**src/rtl/inverse_clark_transform_if.sv**
```systemverilog
// Stream bundle for the inverse Clarke block: alpha/beta/gamma in, phase a/b/c out.
// master = surrounding datapath, slave = the transform itself.
interface inverse_clark_transform_if #(
  parameter int W = 16
);
  logic                inValid;
  logic                inReady;
  logic signed [W-1:0] alpha;
  logic signed [W-1:0] beta;
  logic signed [W-1:0] gamma;
  logic                outValid;
  logic                outReady;
  logic signed [W-1:0] a;
  logic signed [W-1:0] b;
  logic signed [W-1:0] c;

  modport master (
    output inValid, alpha, beta, gamma, outReady,
    input  inReady, outValid, a, b, c
  );

  modport slave (
    input  inValid, alpha, beta, gamma, outReady,
    output inReady, outValid, a, b, c
  );
endinterface

```
**src/rtl/inverse_clark_transform.sv**
```systemverilog
// Inverse Clarke transform (amplitude-invariant) for the SVPWM datapath.
// Three pipeline stages sharing one advance enable; saturated signed outputs and a sticky clip flag.
module inverse_clark_transform #(
  parameter int W         = 16,
  parameter int FRAC      = 15,
  parameter int K_SQRT3_2 = 28378
) (
  input  logic                        clk,
  input  logic                        rst_n,
  inverse_clark_transform_if.slave    bus,
  input  logic                        clrSat_i,
  output logic                        satFlag_o
);

  localparam int SW = W + 2;
  localparam logic signed [2*W-1:0] KCoef     = (2*W)'(K_SQRT3_2);
  localparam logic signed [2*W-1:0] RoundBias = (2*W)'(2 ** (FRAC - 1));
  localparam logic signed [W-1:0]   MaxOut    = {1'b0, {(W-1){1'b1}}};
  localparam logic signed [W-1:0]   MinOut    = {1'b1, {(W-1){1'b0}}};

  logic advance;

  logic                  s1Valid_q, s1Valid_d;
  logic signed [W-1:0]   s1Alpha_q, s1Alpha_d;
  logic signed [W-1:0]   s1Gamma_q, s1Gamma_d;
  logic signed [2*W-1:0] s1Prod_q,  s1Prod_d;

  logic                  s2Valid_q, s2Valid_d;
  logic signed [SW-1:0]  s2SumA_q,  s2SumA_d;
  logic signed [SW-1:0]  s2SumB_q,  s2SumB_d;
  logic signed [SW-1:0]  s2SumC_q,  s2SumC_d;

  logic                  outValid_q, outValid_d;
  logic signed [W-1:0]   a_q, a_d;
  logic signed [W-1:0]   b_q, b_d;
  logic signed [W-1:0]   c_q, c_d;
  logic                  satFlag_q, satFlag_d;
  logic                  anyClip;

  logic signed [SW-1:0]  pRound;
  logic signed [SW-1:0]  negHalf;
  logic signed [SW-1:0]  alphaX;
  logic signed [SW-1:0]  gammaX;

  // A value fits in W bits only if its top three bits are all equal.
  function automatic logic clips(input logic signed [SW-1:0] x);
    return !((&x[SW-1:W-1]) || !(|x[SW-1:W-1]));
  endfunction

  function automatic logic signed [W-1:0] saturate(input logic signed [SW-1:0] x);
    if (clips(x)) begin
      return x[SW-1] ? MinOut : MaxOut;
    end
    return x[W-1:0];
  endfunction

  // The whole pipe moves only when the output register is free or being drained.
  assign advance     = !outValid_q || bus.outReady;
  assign bus.inReady = advance;

  always_comb begin
    s1Valid_d = bus.inValid;
    s1Alpha_d = bus.alpha;
    s1Gamma_d = bus.gamma;
    s1Prod_d  = (2*W)'(bus.beta) * KCoef;
  end

  // P is rounded once here and shared by b and c, keeping them antisymmetric in beta.
  always_comb begin
    pRound    = SW'((s1Prod_q + RoundBias) >>> FRAC);
    negHalf   = -SW'(s1Alpha_q >>> 1);
    alphaX    = SW'(s1Alpha_q);
    gammaX    = SW'(s1Gamma_q);
    s2Valid_d = s1Valid_q;
    s2SumA_d  = alphaX + gammaX;
    s2SumB_d  = negHalf + pRound + gammaX;
    s2SumC_d  = negHalf - pRound + gammaX;
  end

  always_comb begin
    outValid_d = s2Valid_q;
    a_d        = saturate(s2SumA_q);
    b_d        = saturate(s2SumB_q);
    c_d        = saturate(s2SumC_q);
    anyClip    = s2Valid_q && (clips(s2SumA_q) || clips(s2SumB_q) || clips(s2SumC_q));
    satFlag_d  = satFlag_q;
    if (clrSat_i) begin
      satFlag_d = 1'b0;
    end
    if (advance && anyClip) begin
      satFlag_d = 1'b1;
    end
  end

  always_ff @(posedge clk or negedge rst_n) begin
    if (!rst_n) begin
      s1Valid_q  <= 1'b0;
      s1Alpha_q  <= '0;
      s1Gamma_q  <= '0;
      s1Prod_q   <= '0;
      s2Valid_q  <= 1'b0;
      s2SumA_q   <= '0;
      s2SumB_q   <= '0;
      s2SumC_q   <= '0;
      outValid_q <= 1'b0;
      a_q        <= '0;
      b_q        <= '0;
      c_q        <= '0;
      satFlag_q  <= 1'b0;
    end else begin
      if (advance) begin
        s1Valid_q  <= s1Valid_d;
        s1Alpha_q  <= s1Alpha_d;
        s1Gamma_q  <= s1Gamma_d;
        s1Prod_q   <= s1Prod_d;
        s2Valid_q  <= s2Valid_d;
        s2SumA_q   <= s2SumA_d;
        s2SumB_q   <= s2SumB_d;
        s2SumC_q   <= s2SumC_d;
        outValid_q <= outValid_d;
        a_q        <= a_d;
        b_q        <= b_d;
        c_q        <= c_d;
      end
      satFlag_q <= satFlag_d;
    end
  end

  assign bus.outValid = outValid_q;
  assign bus.a        = a_q;
  assign bus.b        = b_q;
  assign bus.c        = c_q;
  assign satFlag_o    = satFlag_q;

endmodule

```
**src/flat_wrapper.sv**
```systemverilog
// flat-port wrapper written by rule: the top's interface ports become plain ports
module inverse_clark_transform_flat 
#(
  parameter int W         = 16,
  parameter int FRAC      = 15,
  parameter int K_SQRT3_2 = 28378
)
  (clk, rst_n, clrSat_i, satFlag_o, bus_inValid, bus_alpha, bus_beta, bus_gamma, bus_outReady, bus_inReady, bus_outValid, bus_a, bus_b, bus_c);
  inverse_clark_transform_if #(.W(W)) bus_i ();
  input  logic clk;
  input  logic rst_n;
  input  logic clrSat_i;
  output logic satFlag_o;
  input wire logic [$bits(bus_i.inValid)-1:0] bus_inValid;
  input wire logic [$bits(bus_i.alpha)-1:0] bus_alpha;
  input wire logic [$bits(bus_i.beta)-1:0] bus_beta;
  input wire logic [$bits(bus_i.gamma)-1:0] bus_gamma;
  input wire logic [$bits(bus_i.outReady)-1:0] bus_outReady;
  output wire logic [$bits(bus_i.inReady)-1:0] bus_inReady;
  output wire logic [$bits(bus_i.outValid)-1:0] bus_outValid;
  output wire logic [$bits(bus_i.a)-1:0] bus_a;
  output wire logic [$bits(bus_i.b)-1:0] bus_b;
  output wire logic [$bits(bus_i.c)-1:0] bus_c;
  assign bus_i.inValid = bus_inValid;
  assign bus_i.alpha = bus_alpha;
  assign bus_i.beta = bus_beta;
  assign bus_i.gamma = bus_gamma;
  assign bus_i.outReady = bus_outReady;
  assign bus_inReady = bus_i.inReady;
  assign bus_outValid = bus_i.outValid;
  assign bus_a = bus_i.a;
  assign bus_b = bus_i.b;
  assign bus_c = bus_i.c;
  inverse_clark_transform #(.W(W), .FRAC(FRAC), .K_SQRT3_2(K_SQRT3_2)) u_core (.clk(clk), .rst_n(rst_n), .bus(bus_i), .clrSat_i(clrSat_i), .satFlag_o(satFlag_o));
endmodule
```
**config.mk**
```make
export PLATFORM = sky130hd
export DESIGN_NAME = inverse_clark_transform_flat
export DESIGN_NICKNAME = d
export VERILOG_FILES = /design/src/rtl/inverse_clark_transform_if.sv /design/src/rtl/inverse_clark_transform.sv /design/src/flat_wrapper.sv
export SDC_FILE = /design/constraint.sdc
export NUM_CORES = 1
export LEC_CHECK = 0
export CORE_MARGIN = 2
export CORE_UTILIZATION = 58
export CTS_BUF_LIST = sky130_fd_sc_hd__clkbuf_16
export DETAILED_ROUTE_END_ITERATION = 8
export PLACE_DENSITY = 0.76
export SETUP_SLACK_MARGIN = 0.02
export SLEW_MARGIN = 25
export SYNTH_ARGS = -nofsm -noshare
export SYNTH_HDL_FRONTEND = slang
export SYNTH_SLANG_ARGS = --single-unit
```
**constraint.sdc**
```tcl
create_clock -name clk -period 5.3 [get_ports clk]
set_input_delay 1.06 -clock clk [delete_from_list [all_inputs] [get_ports clk]]
set_output_delay 1.06 -clock clk [all_outputs]
set_load 0.02 [all_outputs]
```
==> run_results.csv, run 1 <==
group,metric,value,unit
run_status,status,"finished, violations left",
run_status,violations,"setup timing",
final_layout,diodes,0,
timing,fin_ws,-0.4337,ns
clocking,cts-root-buf,"clkbuf_16",
critical_path,crit_chain,"buf_8, buf_6, ha_4, inv_4, buf_6, fa_1, fa_1, inv_2, fa_2, fa_1, inv_2, fa_1, inv_2, ha_4, o21a_1, o21ai_2, a21oi_4, buf_6, o211ai_1, buf_4, a21oi_2, a21o_1, xnor2_2, a21oi_1",
yosys,synth_top_area_share,25.58,%
global_routing,grt_first_pass_wirelength,57810,µm
placement,io_buffers,103,
critical_path,crit_fanout,3,
placement,place_congestion,0.9206,
yosys,yosysTopAreaCell,"dfrtp_1",
timing,fmax,0.1744,GHz
yosys,ys_types,61,
clocking,cts_inserted_buffers,17,
yosys,synth_seq_cells,154,
floorplan,io_pins,104,
timing,fin_crit_sh,108.2,%
clocking,htreeDepth,4,
timing,finClkSkew,0.01069,ns
floorplan,start_util,59.49,%
final_layout,finish.utilization,72.65,%
timing,rsz0062_at_grt,"yes",
timing,finalSetupViolCount,17,
timing,min_period,5.734,ns
timing,timing.slew.headroom,32.69,%
drt,drtPass1Iterations,5,
clocking,cts_sinks,154,
timing,hold_viol,0,
drt,wl_per_cell,15.49,µm
yosys,synth_edf_count,0,
critical_path,path_common_cell,"fa_1",
final_layout,drive_above_1_share,14.17,%
final_layout,syn_to_final_growth,22.12,%
hold_path,hold_class,"register to register",
floorplan,die_y,165.2,µm
yosys,synth.area.top_cells,"dfrtp_1 26%, fa_1 20%, ha_1 13%",
job,drv_cap,0,
drt,route.detailed.drc,0,
drt,routed_wl,34860,µm
floorplan,rows,58,
critical_path,endpoint_kind,"register",
floorplan,core_area,25330,µm²
yosys,yosys.area_share.simple,14.27,%
drt,routed-via-count,11990,
yosys,synth_async_sr_flop_share,100.0,%
placement,place_inst,2208,
global_routing,grt_usage,26.86,%
yosys,syn-cell-area,15070,µm²
yosys,syn_avg_cell_area,8.744,µm²
yosys,synth_mux_area_share,0.2076,%
yosys,synth_xor_xnor_area_share,5.265,%
final_layout,final_cells,2250,
critical_path,path_class,"input port to register",
critical_path,path_buf_inv,9,
timing,drv_slew,0,
clocking,clk_pin_slew,0.07,ns
final_layout,nNetsFinal,2270,
critical_path,cp_slowest_cell,"fa_1",
critical_path,crit_path_start_kind,"input port",
yosys,synth_compound_area_share,12.67,%
timing,worst_pin_slew,1.010,ns
clocking,clock_path_buffers,2,
drt,ant_nets,0,
yosys,synth_cells,1723,
floorplan,die-area,27280,µm²
critical_path,cp.arrival,6.04,ns
critical_path,cp_top_family,"adder cells",
drt,vias_per_cell,5.330,
floorplan,die_w,165.2,µm
global_routing,grt_max_degree,102,
global_routing,antenna_found_initial,0,
yosys,ys_seq_area_share,25.58,%
critical_path,worstPathRequired,5.61,ns
yosys,yosys_warnings,0,
clocking,clk_latency,0.43,ns
yosys,ys.flop_type,"dfrtp_1",
global_routing,grt_pass1_vias,12330,
yosys,synth_top_family_by_area,"adder cells",
yosys,ys_top_cells_by_count,"287 x inv_1, 222 x nand2_1, 168 x nor2_1, 156 x ha_1",
global_routing,grt_overflow,0,
placement,dp_hpwl,27580,µm
yosys,synth.most_common_cell,"inv_1",
critical_path,slowest_delay,0.57,ns
drt,drt_iter0_markers,642,
yosys,synth_nets,2086,
yosys,synthAdderAreaFrac,33.42,%
clocking,cts_tree,"built",
[cells by family after synthesis]
group,count (synthesis)
and+or+nand+nor,496
buffers and inverters,345
AOI/OAI and AO/OA,326
adders and majority gates,310
DFF,154
xor gates and xnor gates,89
muxes,3
[area by class of cell]
cell class	count	area (µm²)
Inverter	287	1095
Fill cell	1912	6928
Clock inverter	15	141.4
Tap cell	330	412.9
Clock buffer	17	425.4
Timing Repair Buffer	223	1947
Sequential cell	154	3856
Multi-Input combinational cell	1224	10520
[repair_timing]
action,in CTS,in global routing
hold endpoints to repair,0,0
buffers inserted,9,2
setup endpoints to repair,18,18
pin swaps,63,45
hold buffers,0,0
gates resized for setup,124,20
[through the flow]
stage / hold WS (ns) / cell area [µm²] / setup WS, ns / TNS [ns]
after floorplan: 0.4386 / 15380 / -0.3295 / -1.802
after global placement: 0.4504 / 17450 / -1.235 / -17.25
after detailed placement: 0.4609 / 17450 / -1.327 / -18.52
after CTS: 0.4765 / 18310 / -0.4245 / -4.266
after global routing: 0.4996 / 18400 / -0.5964 / -7.960
final: 0.4778 / 18400 / -0.4337 / -4.619
[tightest hold or removal path: stages (launching register included)]
cell,delay [ns]
dfrtp_1,0.34
nand2_1,0.05
o21ai_0,0.06
[routing by layer]
layer  share of wire (%)  GRT usage [%]  up-vias
met1                  41          31.64     5800
li1                    -              -     5887
met5                   0              0        -
met3                 2.9          3.047       60
met4                 2.5          8.221        0
met2                  54          51.04      245
[state kept, by name, indices dropped and copies added (netlist names)]
signal / count
u_core.s1Prod_q: 18
u_core.s2SumC_q: 18
u_core.s2SumA_q: 17
u_core.s2SumB_q: 17
u_core.bus.a: 16
u_core.bus.b: 16
u_core.bus.c: 16
u_core.s1Alpha_q: 16
u_core.s1Gamma_q: 16
u_core.bus.outValid: 1
u_core.outValid_d: 1
u_core.s1Valid_q: 1
u_core.satFlag_o: 1
[worst paths after layout]
check / from / end / slack [ns] / cells past startpoint
setup / recovery: bus_beta[9] / u_core.s1Prod_q[25] / -0.43 / 24
hold / removal: u_core.bus.a[4] / u_core.bus.a[4] / 0.48 / 2
setup reg to reg: u_core.s1Alpha_q[6] / u_core.s2SumC_q[17] / 0.58 / 16
hold reg to reg: u_core.bus.a[4] / u_core.bus.a[4] / 0.48 / 2
max in group asynchronous: rst_n / u_core.s2SumB_q[17] / 3.61 / 2
min in group asynchronous: rst_n / u_core.bus.a[4] / 0.67 / 1
[cell usage in the layout, fill, tap and decap left out, types with 12 or more instances in the layout]
cell | synthesis | final
fa_1 | 154 | 150
buf_4 | 0 | 108
xnor2_1 | 41 | 35
a21oi_1 | 124 | 116
ha_4 | 0 | 30
nor3_1 | 12 | 12
nand3_1 | 17 | 17
o21ai_0 | 102 | 98
a21o_1 | 22 | 22
inv_2 | 0 | 19
xor2_1 | 47 | 47
inv_1 | 287 | 264
nand2_1 | 222 | 221
o21a_1 | 14 | 14
clkbuf_16 | 0 | 17
dfrtp_1 | 154 | 152
nor2_1 | 168 | 165
clkdlybuf4s50_1 | 0 | 86
buf_6 | 0 | 16
ha_1 | 156 | 125
Power of run 1 is not shown: default switching activity piles up to over one toggle a cycle in this logic, so the estimate is an artifact.
==> run 2: changes to the inputs <==
- ABC_CLOCK_PERIOD_IN_PS: not set -> 5300
- CAP_MARGIN: not set -> 10
- DONT_BUFFER_PORTS: not set -> 1
- PLACE_DENSITY: 0.76 -> 0.71
==> run_results.csv, run 2 (synthesis results as in run 1) <==
group,metric,value,unit
critical_path,crit_chain,"ha_4, inv_2, fa_1, inv_1, fa_1, fa_1, fa_1, inv_1, fa_1, inv_2, ha_4, and4_1, o21ai_1, a21oi_2, o211ai_1, buf_4, a21boi_4, nor2_4, o2111a_1, nor4_2",
drt,vias_per_cell,5.392,
placement,dp_hpwl,26920,µm
clocking,cts_tree,"built",
clocking,clk_pin_slew,0.07,ns
critical_path,worstPathRequired,5.64,ns
floorplan,die_w,165.2,µm
timing,finalSetupViolCount,5,
clocking,clock_path_buffers,2,
global_routing,grtUsageMet1,31.44,%
global_routing,met3_usage,3.247,%
floorplan,start_util,59.49,%
critical_path,cp_slowest_cell,"fa_1",
clocking,clk_latency,0.43,ns
critical_path,r2r_slack,0.72,ns
final_layout,finish.utilization,66.84,%
critical_path,path_buf_inv,5,
critical_path,r2r_start,"u_core.s1Alpha_q[6]",
timing,worst_pin_slew,0.9749,ns
run_status,status,"finished, violations left",
critical_path,slowest_delay,0.54,ns
floorplan,io_pins,104,
floorplan,die_y,165.2,µm
floorplan,core_area,25330,µm²
critical_path,endpoint_kind,"register",
drt,routed-via-count,11380,
critical_path,worstRegToRegCells,17,
timing,fin_crit_sh,101.6,%
hold_path,hold_class,"input port to asynchronous set/reset pin",
drt,ant_nets,0,
drt,route.detailed.drc,0,
global_routing,grt_pass1_vias,11890,
drt,routed_wl,33670,µm
global_routing,grt_overflow,0,
global_routing,grt_busiest_layer,"met2",
final_layout,top_regs,"u_core.s1Prod_q (18), u_core.s2SumC_q (18)",
critical_path,crit_path_start_kind,"input port",
final_layout,drive_above_1_share,11.40,%
clocking,htreeDepth,4,
clocking,cts_sinks,154,
global_routing,antenna_found_initial,0,
placement,place_congestion,0.9184,
global_routing,grt_max_degree,155,
timing,hold_viol,0,
drt,wl_per_cell,15.96,µm
final_layout,final_cell_mix,"262 x inv_1, 222 x nand2_1, 165 x nor2_1, 154 x dfrtp_1, 148 x fa_1",
clocking,cts_inserted_buffers,17,
run_status,violations,"setup timing",
timing,rsz0062_at_grt,"yes",
final_layout,diodes,0,
placement,post_dp_cell_area,16200,µm²
critical_path,cp.arrival,5.72,ns
global_routing,grt_first_pass_wirelength,56300,µm
clocking,cts-root-buf,"clkbuf_16",
global_routing,grt.met2_usage,49.09,%
timing,fin_ws,-0.08711,ns
final_layout,syn_to_final_growth,12.37,%
drt,drt_iter0_markers,566,
timing,drv_slew,0,
critical_path,cp_top_family,"adder cells",
floorplan,rows,58,
drt,drtPass1Iterations,6,
critical_path,r2r-end,"u_core.s2SumC_q[17]",
clocking,ctsHoldBuffers,0,
timing,finClkSkew,0.009246,ns
final_layout,final_cell_area,16930,µm²
timing,fmax,0.1856,GHz
job,drv_cap,0,
timing,min_period,5.387,ns
final_layout,nNetsFinal,2130,
floorplan,die-area,27280,µm²
placement,io_buffers,0,
critical_path,crit_fanout,4,
final_layout,final_common_cell,"inv_1",
timing,timing.slew.headroom,35.01,%
critical_path,path_class,"input port to register",
critical_path,path_common_cell,"fa_1",
global_routing,grt_usage,26.11,%
timing,tns,-0.3299,ns
## run 2: changes by cell type in the layout (fill, tap and decap cells not counted), sizes merged
cell	previous run	this run
clkinvlp	3	2
inv	296	290
clkdlybuf4s50	86	0
clkinv	2	9
dlygate4sd2	1	0
clkdlybuf4s15	2	0
clkbuf	19	17
buf	132	83
## run 2: worst reg2reg max path, delay by kind of cell, from the launching register on
| kind | cells | cell delay (ns) |
|---|---|---|
| AO/OA/AOI/OAI | 6 | 1.38 |
| adder cells (fa/ha/maj) | 2 | 0.80 |
| buffers and inverters | 2 | 0.26 |
| AND/OR/NAND/NOR | 5 | 1.07 |
| XOR/XNOR | 2 | 0.47 |
| flip-flops | 1 | 0.46 |
## run 2: worst max-delay path by stage
stage,start,end,cells after the start
floorplan,bus_beta[10],u_core.s1Prod_q[30],19
global placement,bus_beta[3],u_core.s1Prod_q[30],20
detailed placement,bus_beta[7],u_core.s1Prod_q[31],18
CTS,bus_beta[10],u_core.s1Prod_q[28],20
global route,bus_beta[4],u_core.s1Prod_q[28],20
finish,bus_beta[13],u_core.s1Prod_q[31],20
## run 2: stage by stage
stage | cells | hold WS (ns) | worst slack, ns
3_5_place_dp | 2077 | 0.4655 | -0.5936
4_1_cts | 2109 | 0.3068 | -0.08895
3_3_place_gp | 2077 | 0.4523 | -0.5373
5_1_grt | 2110 | 0.2925 | -0.2642
6_report | 2110 | 0.3213 | -0.08711
2_1_floorplan | 1723 | 0.4386 | -0.3295
## run 2: timing repair
action | CTS | global route
pin swaps | 33 | 18
resized for setup | 20 | 19
setup endpoints to repair | 10 | 12
setup buffers | 1 | 1
## run 2: cell type report
type | count | area (µm²)
clock buffer | 17 | 425.4
clock inverter | 15 | 123.9
fill | 2141 | 8398
inverter | 287 | 1095
multi-input combinational | 1224 | 10380
sequential | 154 | 3854
tap | 330 | 412.9
timing repair buffer | 83 | 634.4
## run 2: per-layer routing
layer,wire [µm],vias up
li1,-,5587
met1,14250,5551
met2,17790,193
met3,1023,47
met4,605,0
met5,0,-
Power of run 2 is left out for the same reason.
